$ cat src/rtl/mem_bus_arbiter_pkg.sv
// Shared types for the IF/MEM single-port memory bus arbiter.
package mem_bus_arbiter_pkg;

   localparam int unsigned ARB_STATE_W = 3;

   typedef enum logic [ARB_STATE_W-1:0] {
      ARB_IDLE      = 3'd0,
      ARB_GNT_INST  = 3'd1,
      ARB_GNT_DATA  = 3'd2,
      ARB_DONE_INST = 3'd3,
      ARB_DONE_DATA = 3'd4
   } arb_state_e;

   // Which requester received the most recent grant (round-robin pointer).
   typedef enum logic {
      LAST_INST = 1'b0,
      LAST_DATA = 1'b1
   } arb_last_e;

endpackage

$ cat src/rtl/mem_arb_pick.sv
// Grant select between fetch and data requests; ARB_RR_EN selects round-robin,
// otherwise data has fixed priority over fetch.
module mem_arb_pick
   import mem_bus_arbiter_pkg::*;
(
   input  logic      inst_req_i,
   input  logic      data_req_i,
`ifdef ARB_RR_EN
   input  arb_last_e last_gnt_i,
`endif
   output logic      gnt_inst_o,
   output logic      gnt_data_o
);

   always_comb begin
      gnt_data_o = data_req_i;
`ifdef ARB_RR_EN
      // On a tie the requester that was not served last goes first.
      if (inst_req_i && data_req_i && (last_gnt_i == LAST_DATA)) begin
         gnt_data_o = 1'b0;
      end
`endif
      gnt_inst_o = inst_req_i & ~gnt_data_o;
   end

endmodule

$ cat src/rtl/mem_bus_arbiter.sv
// Shares one single-port memory bus between IF (fetch) and MEM (data) requesters.
// Optional round-robin arbitration is built when ARB_RR_EN is defined.
module mem_bus_arbiter
   import mem_bus_arbiter_pkg::*;
#(
   parameter int unsigned ADDR_W = 32,
   parameter int unsigned DATA_W = 32
) (
   input  logic                clk,
   input  logic                rst,
   input  logic                inst_req_i,
   input  logic [ADDR_W-1:0]   inst_addr_i,
   output logic                inst_ack_o,
   output logic [DATA_W-1:0]   inst_rdata_o,
   input  logic                data_req_i,
   input  logic                data_we_i,
   input  logic [ADDR_W-1:0]   data_addr_i,
   input  logic [DATA_W/8-1:0] data_sel_i,
   input  logic [DATA_W-1:0]   data_wdata_i,
   output logic                data_ack_o,
   output logic [DATA_W-1:0]   data_rdata_o,
   input  logic                flush_i,
   output logic                stallreq_inst_o,
   output logic                stallreq_data_o,
   output logic                bus_req_o,
   output logic                bus_we_o,
   output logic [ADDR_W-1:0]   bus_addr_o,
   output logic [DATA_W/8-1:0] bus_sel_o,
   output logic [DATA_W-1:0]   bus_wdata_o,
   input  logic [DATA_W-1:0]   bus_rdata_i,
   input  logic                bus_ack_i
);

   localparam int unsigned SEL_W = DATA_W / 8;

   arb_state_e        state_q, state_d;
   logic              bus_req_q, bus_req_d;
   logic              bus_we_q, bus_we_d;
   logic [ADDR_W-1:0] bus_addr_q, bus_addr_d;
   logic [SEL_W-1:0]  bus_sel_q, bus_sel_d;
   logic [DATA_W-1:0] bus_wdata_q, bus_wdata_d;
   logic              inst_ack_q, inst_ack_d;
   logic              data_ack_q, data_ack_d;
   logic [DATA_W-1:0] inst_rdata_q, inst_rdata_d;
   logic [DATA_W-1:0] data_rdata_q, data_rdata_d;
   logic              flushed_q, flushed_d;
   logic              gnt_inst, gnt_data;
`ifdef ARB_RR_EN
   arb_last_e         last_q, last_d;
`endif

   mem_arb_pick u_pick (
      .inst_req_i (inst_req_i),
      .data_req_i (data_req_i),
`ifdef ARB_RR_EN
      .last_gnt_i (last_q),
`endif
      .gnt_inst_o (gnt_inst),
      .gnt_data_o (gnt_data)
   );

   always_ff @(posedge clk or posedge rst) begin
      if (rst) begin
         state_q      <= ARB_IDLE;
         bus_req_q    <= 1'b0;
         bus_we_q     <= 1'b0;
         bus_addr_q   <= '0;
         bus_sel_q    <= '0;
         bus_wdata_q  <= '0;
         inst_ack_q   <= 1'b0;
         data_ack_q   <= 1'b0;
         inst_rdata_q <= '0;
         data_rdata_q <= '0;
         flushed_q    <= 1'b0;
`ifdef ARB_RR_EN
         last_q       <= LAST_INST;
`endif
      end else begin
         state_q      <= state_d;
         bus_req_q    <= bus_req_d;
         bus_we_q     <= bus_we_d;
         bus_addr_q   <= bus_addr_d;
         bus_sel_q    <= bus_sel_d;
         bus_wdata_q  <= bus_wdata_d;
         inst_ack_q   <= inst_ack_d;
         data_ack_q   <= data_ack_d;
         inst_rdata_q <= inst_rdata_d;
         data_rdata_q <= data_rdata_d;
         flushed_q    <= flushed_d;
`ifdef ARB_RR_EN
         last_q       <= last_d;
`endif
      end
   end

   always_comb begin
      state_d      = state_q;
      bus_req_d    = bus_req_q;
      bus_we_d     = bus_we_q;
      bus_addr_d   = bus_addr_q;
      bus_sel_d    = bus_sel_q;
      bus_wdata_d  = bus_wdata_q;
      inst_ack_d   = 1'b0;
      data_ack_d   = 1'b0;
      inst_rdata_d = inst_rdata_q;
      data_rdata_d = data_rdata_q;
      flushed_d    = flushed_q;
`ifdef ARB_RR_EN
      last_d       = last_q;
`endif
      case (state_q)
         ARB_IDLE: begin
            if (gnt_data) begin
               state_d     = ARB_GNT_DATA;
               bus_req_d   = 1'b1;
               bus_we_d    = data_we_i;
               bus_addr_d  = data_addr_i;
               bus_sel_d   = data_sel_i;
               bus_wdata_d = data_wdata_i;
`ifdef ARB_RR_EN
               last_d      = LAST_DATA;
`endif
            end else if (gnt_inst) begin
               state_d     = ARB_GNT_INST;
               bus_req_d   = 1'b1;
               bus_we_d    = 1'b0;
               bus_addr_d  = inst_addr_i;
               bus_sel_d   = {SEL_W{1'b1}};
               bus_wdata_d = '0;
               flushed_d   = 1'b0;
`ifdef ARB_RR_EN
               last_d      = LAST_INST;
`endif
            end
         end
         ARB_GNT_INST: begin
            // A flush anywhere in the grant window discards the fetched word.
            if (flush_i) begin
               flushed_d = 1'b1;
            end
            if (bus_ack_i) begin
               state_d   = ARB_DONE_INST;
               bus_req_d = 1'b0;
               if (!(flushed_q || flush_i)) begin
                  inst_ack_d   = 1'b1;
                  inst_rdata_d = bus_rdata_i;
               end
            end
         end
         ARB_GNT_DATA: begin
            if (bus_ack_i) begin
               state_d    = ARB_DONE_DATA;
               bus_req_d  = 1'b0;
               bus_we_d   = 1'b0;
               data_ack_d = 1'b1;
               if (!bus_we_q) begin
                  data_rdata_d = bus_rdata_i;
               end
            end
         end
         ARB_DONE_INST, ARB_DONE_DATA: begin
            state_d = ARB_IDLE;
         end
         default: begin
            state_d   = ARB_IDLE;
            bus_req_d = 1'b0;
            bus_we_d  = 1'b0;
         end
      endcase
   end

   assign inst_ack_o      = inst_ack_q;
   assign inst_rdata_o    = inst_rdata_q;
   assign data_ack_o      = data_ack_q;
   assign data_rdata_o    = data_rdata_q;
   assign bus_req_o       = bus_req_q;
   assign bus_we_o        = bus_we_q;
   assign bus_addr_o      = bus_addr_q;
   assign bus_sel_o       = bus_sel_q;
   assign bus_wdata_o     = bus_wdata_q;
   assign stallreq_inst_o = inst_req_i & ~inst_ack_q;
   assign stallreq_data_o = data_req_i & ~data_ack_q;

endmodule
$ cat config.mk
export PLATFORM = sky130hd
export DESIGN_NAME = mem_bus_arbiter
export DESIGN_NICKNAME = d
export VERILOG_FILES = /design/src/rtl/mem_bus_arbiter_pkg.sv /design/src/rtl/mem_arb_pick.sv /design/src/rtl/mem_bus_arbiter.sv
export SDC_FILE = /design/constraint.sdc
export NUM_CORES = 1
export LEC_CHECK = 0
export CORE_UTILIZATION = 35
export CTS_CLUSTER_SIZE = 10
export DETAILED_ROUTE_END_ITERATION = 7
export PLACE_DENSITY = 0.71
export SETUP_SLACK_MARGIN = 0.15
export SLEW_MARGIN = 20
export SYNTH_ARGS = -nofsm -noshare
export SYNTH_HDL_FRONTEND = slang
export SYNTH_SLANG_ARGS = --single-unit
$ cat constraint.sdc
create_clock -name clk -period 8.87 [get_ports clk]
set_input_delay 0.887 -clock clk [delete_from_list [all_inputs] [get_ports clk]]
set_output_delay 0.887 -clock clk [all_outputs]
set_load 0.05 [all_outputs]
==> results.cfg <==
[setup_path]
critical_path.cell_chain = clkbuf_2 -> inv_1 -> nor2_1 -> clkdlybuf4s50_1
timing.rr.start = state_q[0]
slowest_delay_ns = 0.81
timing.rr.end = inst_rdata_o[20]
reg2reg_slack_ns = 6.70
end_kind = output pin
crit_path_max_fanout = 37
crit_required_ns = 7.98
startpoint_type = primary input
slowest_stage = clkdlybuf4s50_1
critical_path_class = primary input to output pin
critical_path_arrival_ns = 2.73
reg2regPathDepth = 2

[worst_hold_path]
min_from = bus_addr_o[6]
whs_path_depth = 1
hp-class = flip-flop to flip-flop
hold_end = bus_addr_o[6]

[sta]
slew_headroom_pct = 37.8
setup_violations = 0
fin_crit_sh_pct = 40.8
rsz0062_at_grt = false
tightest_slew_ns = 0.933
tns_ns = 0
fmax_ghz = 0.276
layout_setup_ws_ns = 5.25
period_needed_ns = 3.62
hold_viol = 0
clock_skew_ns = 0.00854
finalMaxSlewViolations = 0

[clocking]
cts-htree-levels = 4
clock_tree.root_cell = clkbuf_16
worstSkewPairLatency_ns = 0.41
cts_resized = 0
cts_buffers = 17
cts_tree = done
cts_setup_buffers = 0
cts_buffer_depth = 2
clk_pin_slew_worst_paths_ns = 0.05
clock_sinks = 140
hold_buffers = 0

[yosys]
ys_dominant_reg_cell = dfrtp_1
synth_area_leader_cell = dfrtp_1
yosys_warnings = 0
syn_area_sq_um = 5690
synth_edf_count = 0
syn_avg_cell_area_sq_um = 15.7
synthCells = 363
ys_seq_area_share_pct = 61.6
synth_cell_types = 30
synth.top_cell.area_share_pct = 61.6
syn-num-nets = 502
synth_area_leaders = dfrtp_1 62%, mux2_2 25%, a22o_1 4.9%, buf_6 1.6%, buf_2 0.88%
async_reset_ff_share_pct = 100
ys_ff_latch = 140

[floorplanning]
fp.dieArea_sq_um = 16800
core.rowCount = 46
ioPinCount = 277
core_sq_um = 15900
die_h_microns = 129
start_util_pct = 35.8
dieWidth_microns = 129

[drt]
vias = 4126
drt_wl_total_microns = 15600
detail-route-antenna-nets = 0
viasPerCell = 4.75
wl_per_cell_microns = 18.0
drc_errors = 0
drt_iter0_markers = 76
dr.pass1.iters = 4

[run_status]
status = finished clean

[grt]
antenna_found_initial = 2
grt_first_pass_wirelength_microns = 23000
grt_max_degree = 73
grtUsageTotal_pct = 18.5
grt.overflow.total = 0
first_global_vias = 4269

[placed_design]
gp_congestion = 0.704
dp.final_hpwl_microns = 11100
pre_cts_ws_ns = 5.26
io_buffers = 276

[power_and_ir_drop]
ir_drop_mv = 0.295
leakage_nw = 3.82
power_density_nw_per_um2 = 440

[job]
drv_cap = 0

[final_layout]
syn_to_final_growth_pct = 60.9
fin_nets = 777
drive_above_1_share_pct = 25.7
## Yosys cell counts (3+ instances only)
cell / number
dfrtp_1: 140
a21oi_1: 5
buf_6: 8
inv_1: 4
o22a_1: 4
buf_2: 10
mux2_1: 3
a22o_1: 32
clkbuf_1: 4
nor2_1: 5
mux2_2: 125
## cell usage in the layout (no fill, tap or decap), drive strengths merged, types with 2 or more instances in the layout
master / Yosys / layout
nand2: 2 / 2
buf: 20 / 4
o22a: 4 / 4
a22o: 32 / 32
inv: 4 / 4
clkinv: 0 / 3
clkbuf: 4 / 27
a21oi: 5 / 5
nor2: 6 / 6
nor4: 2 / 2
clkinvlp: 0 / 2
dfrtp: 140 / 140
mux2: 128 / 128
nor3: 2 / 2
clkdlybuf4s50: 0 / 275
## cells by family after synthesis
| logic type | Yosys count | synth area share, % |
|---|---|---|
| AO/OA/AOI/OAI | 47 | 6.88 |
| flip-flops | 140 | 61.6 |
| buffers and inverters | 28 | 3.25 |
| AND/OR/NAND/NOR | 20 | 2.95 |
| multiplexers | 128 | 25.3 |
## through the flow
step	cells	total power [mW]	hold slack (ns)	cell area [sq um]	utilization (%)
floorplan	363	2.63	0.500	5690	-
global route	868	4.20	0.502	9150	57.6
detailed placement	835	3.38	0.477	8590	54.1
finish	868	4.03	0.488	9150	57.6
global placement	835	3.34	0.471	8580	54.0
CTS	867	4.07	0.489	9150	57.6
## final cells by class
cell class / count / area [sq um]
clock inverter: 6 / 60.1
inverter: 4 / 20.0
clock buffer: 26 / 499
timing repair buffer: 280 / 2790
tap: 216 / 270
fill: 1311 / 6730
multi-input combinational: 195 / 2010
sequential: 140 / 3500
antenna: 1 / 2.50
## sequential cells by signal, summed over array words and instances (netlist names)
name / count
bus_addr_o: 32
bus_wdata_o: 32
data_rdata_o: 32
inst_rdata_o: 32
bus_sel_o: 4
state_q: 3
bus_req_o: 1
bus_we_o: 1
data_ack_o: 1
flushed_q: 1
inst_ack_o: 1
## where the power goes
group          switching [mW]  internal (mW)  total (mW)  leakage (nW)
clock network           0.252          0.414       0.666         0.270
registers               0.179          0.936        1.11          1.71
logic                    1.40          0.842        2.24          1.84
## worst max-delay path by stage
stage	slack [ns]	depth (start not counted)	start	to
2_1_floorplan	4.23	1	rst	bus_addr_o[0]
3_3_place_gp	5.25	4	data_req_i	stallreq_data_o
3_5_place_dp	5.26	4	data_req_i	stallreq_data_o
5_1_grt	5.14	4	data_req_i	stallreq_data_o
4_1_cts	5.25	4	data_req_i	stallreq_data_o
6_report	5.25	4	data_req_i	stallreq_data_o
## layer usage
metal	wire [microns]	vias to the layer above	global-route usage [%]
met3	1550	20	7.68
met1	5840	2049	19.2
li1	-	1880	-
met2	7950	177	32.9
met4	260	0	7.73
met5	0	-	0
## worst max-delay path: cells and delay by family
| family | cells | cell delay (ns) |
|---|---|---|
| buffers and inverters | 3 | 1.68 |
| and+or+nand+nor | 1 | 0.14 |
No activity file was read; power rests on OpenSTA's default activity.
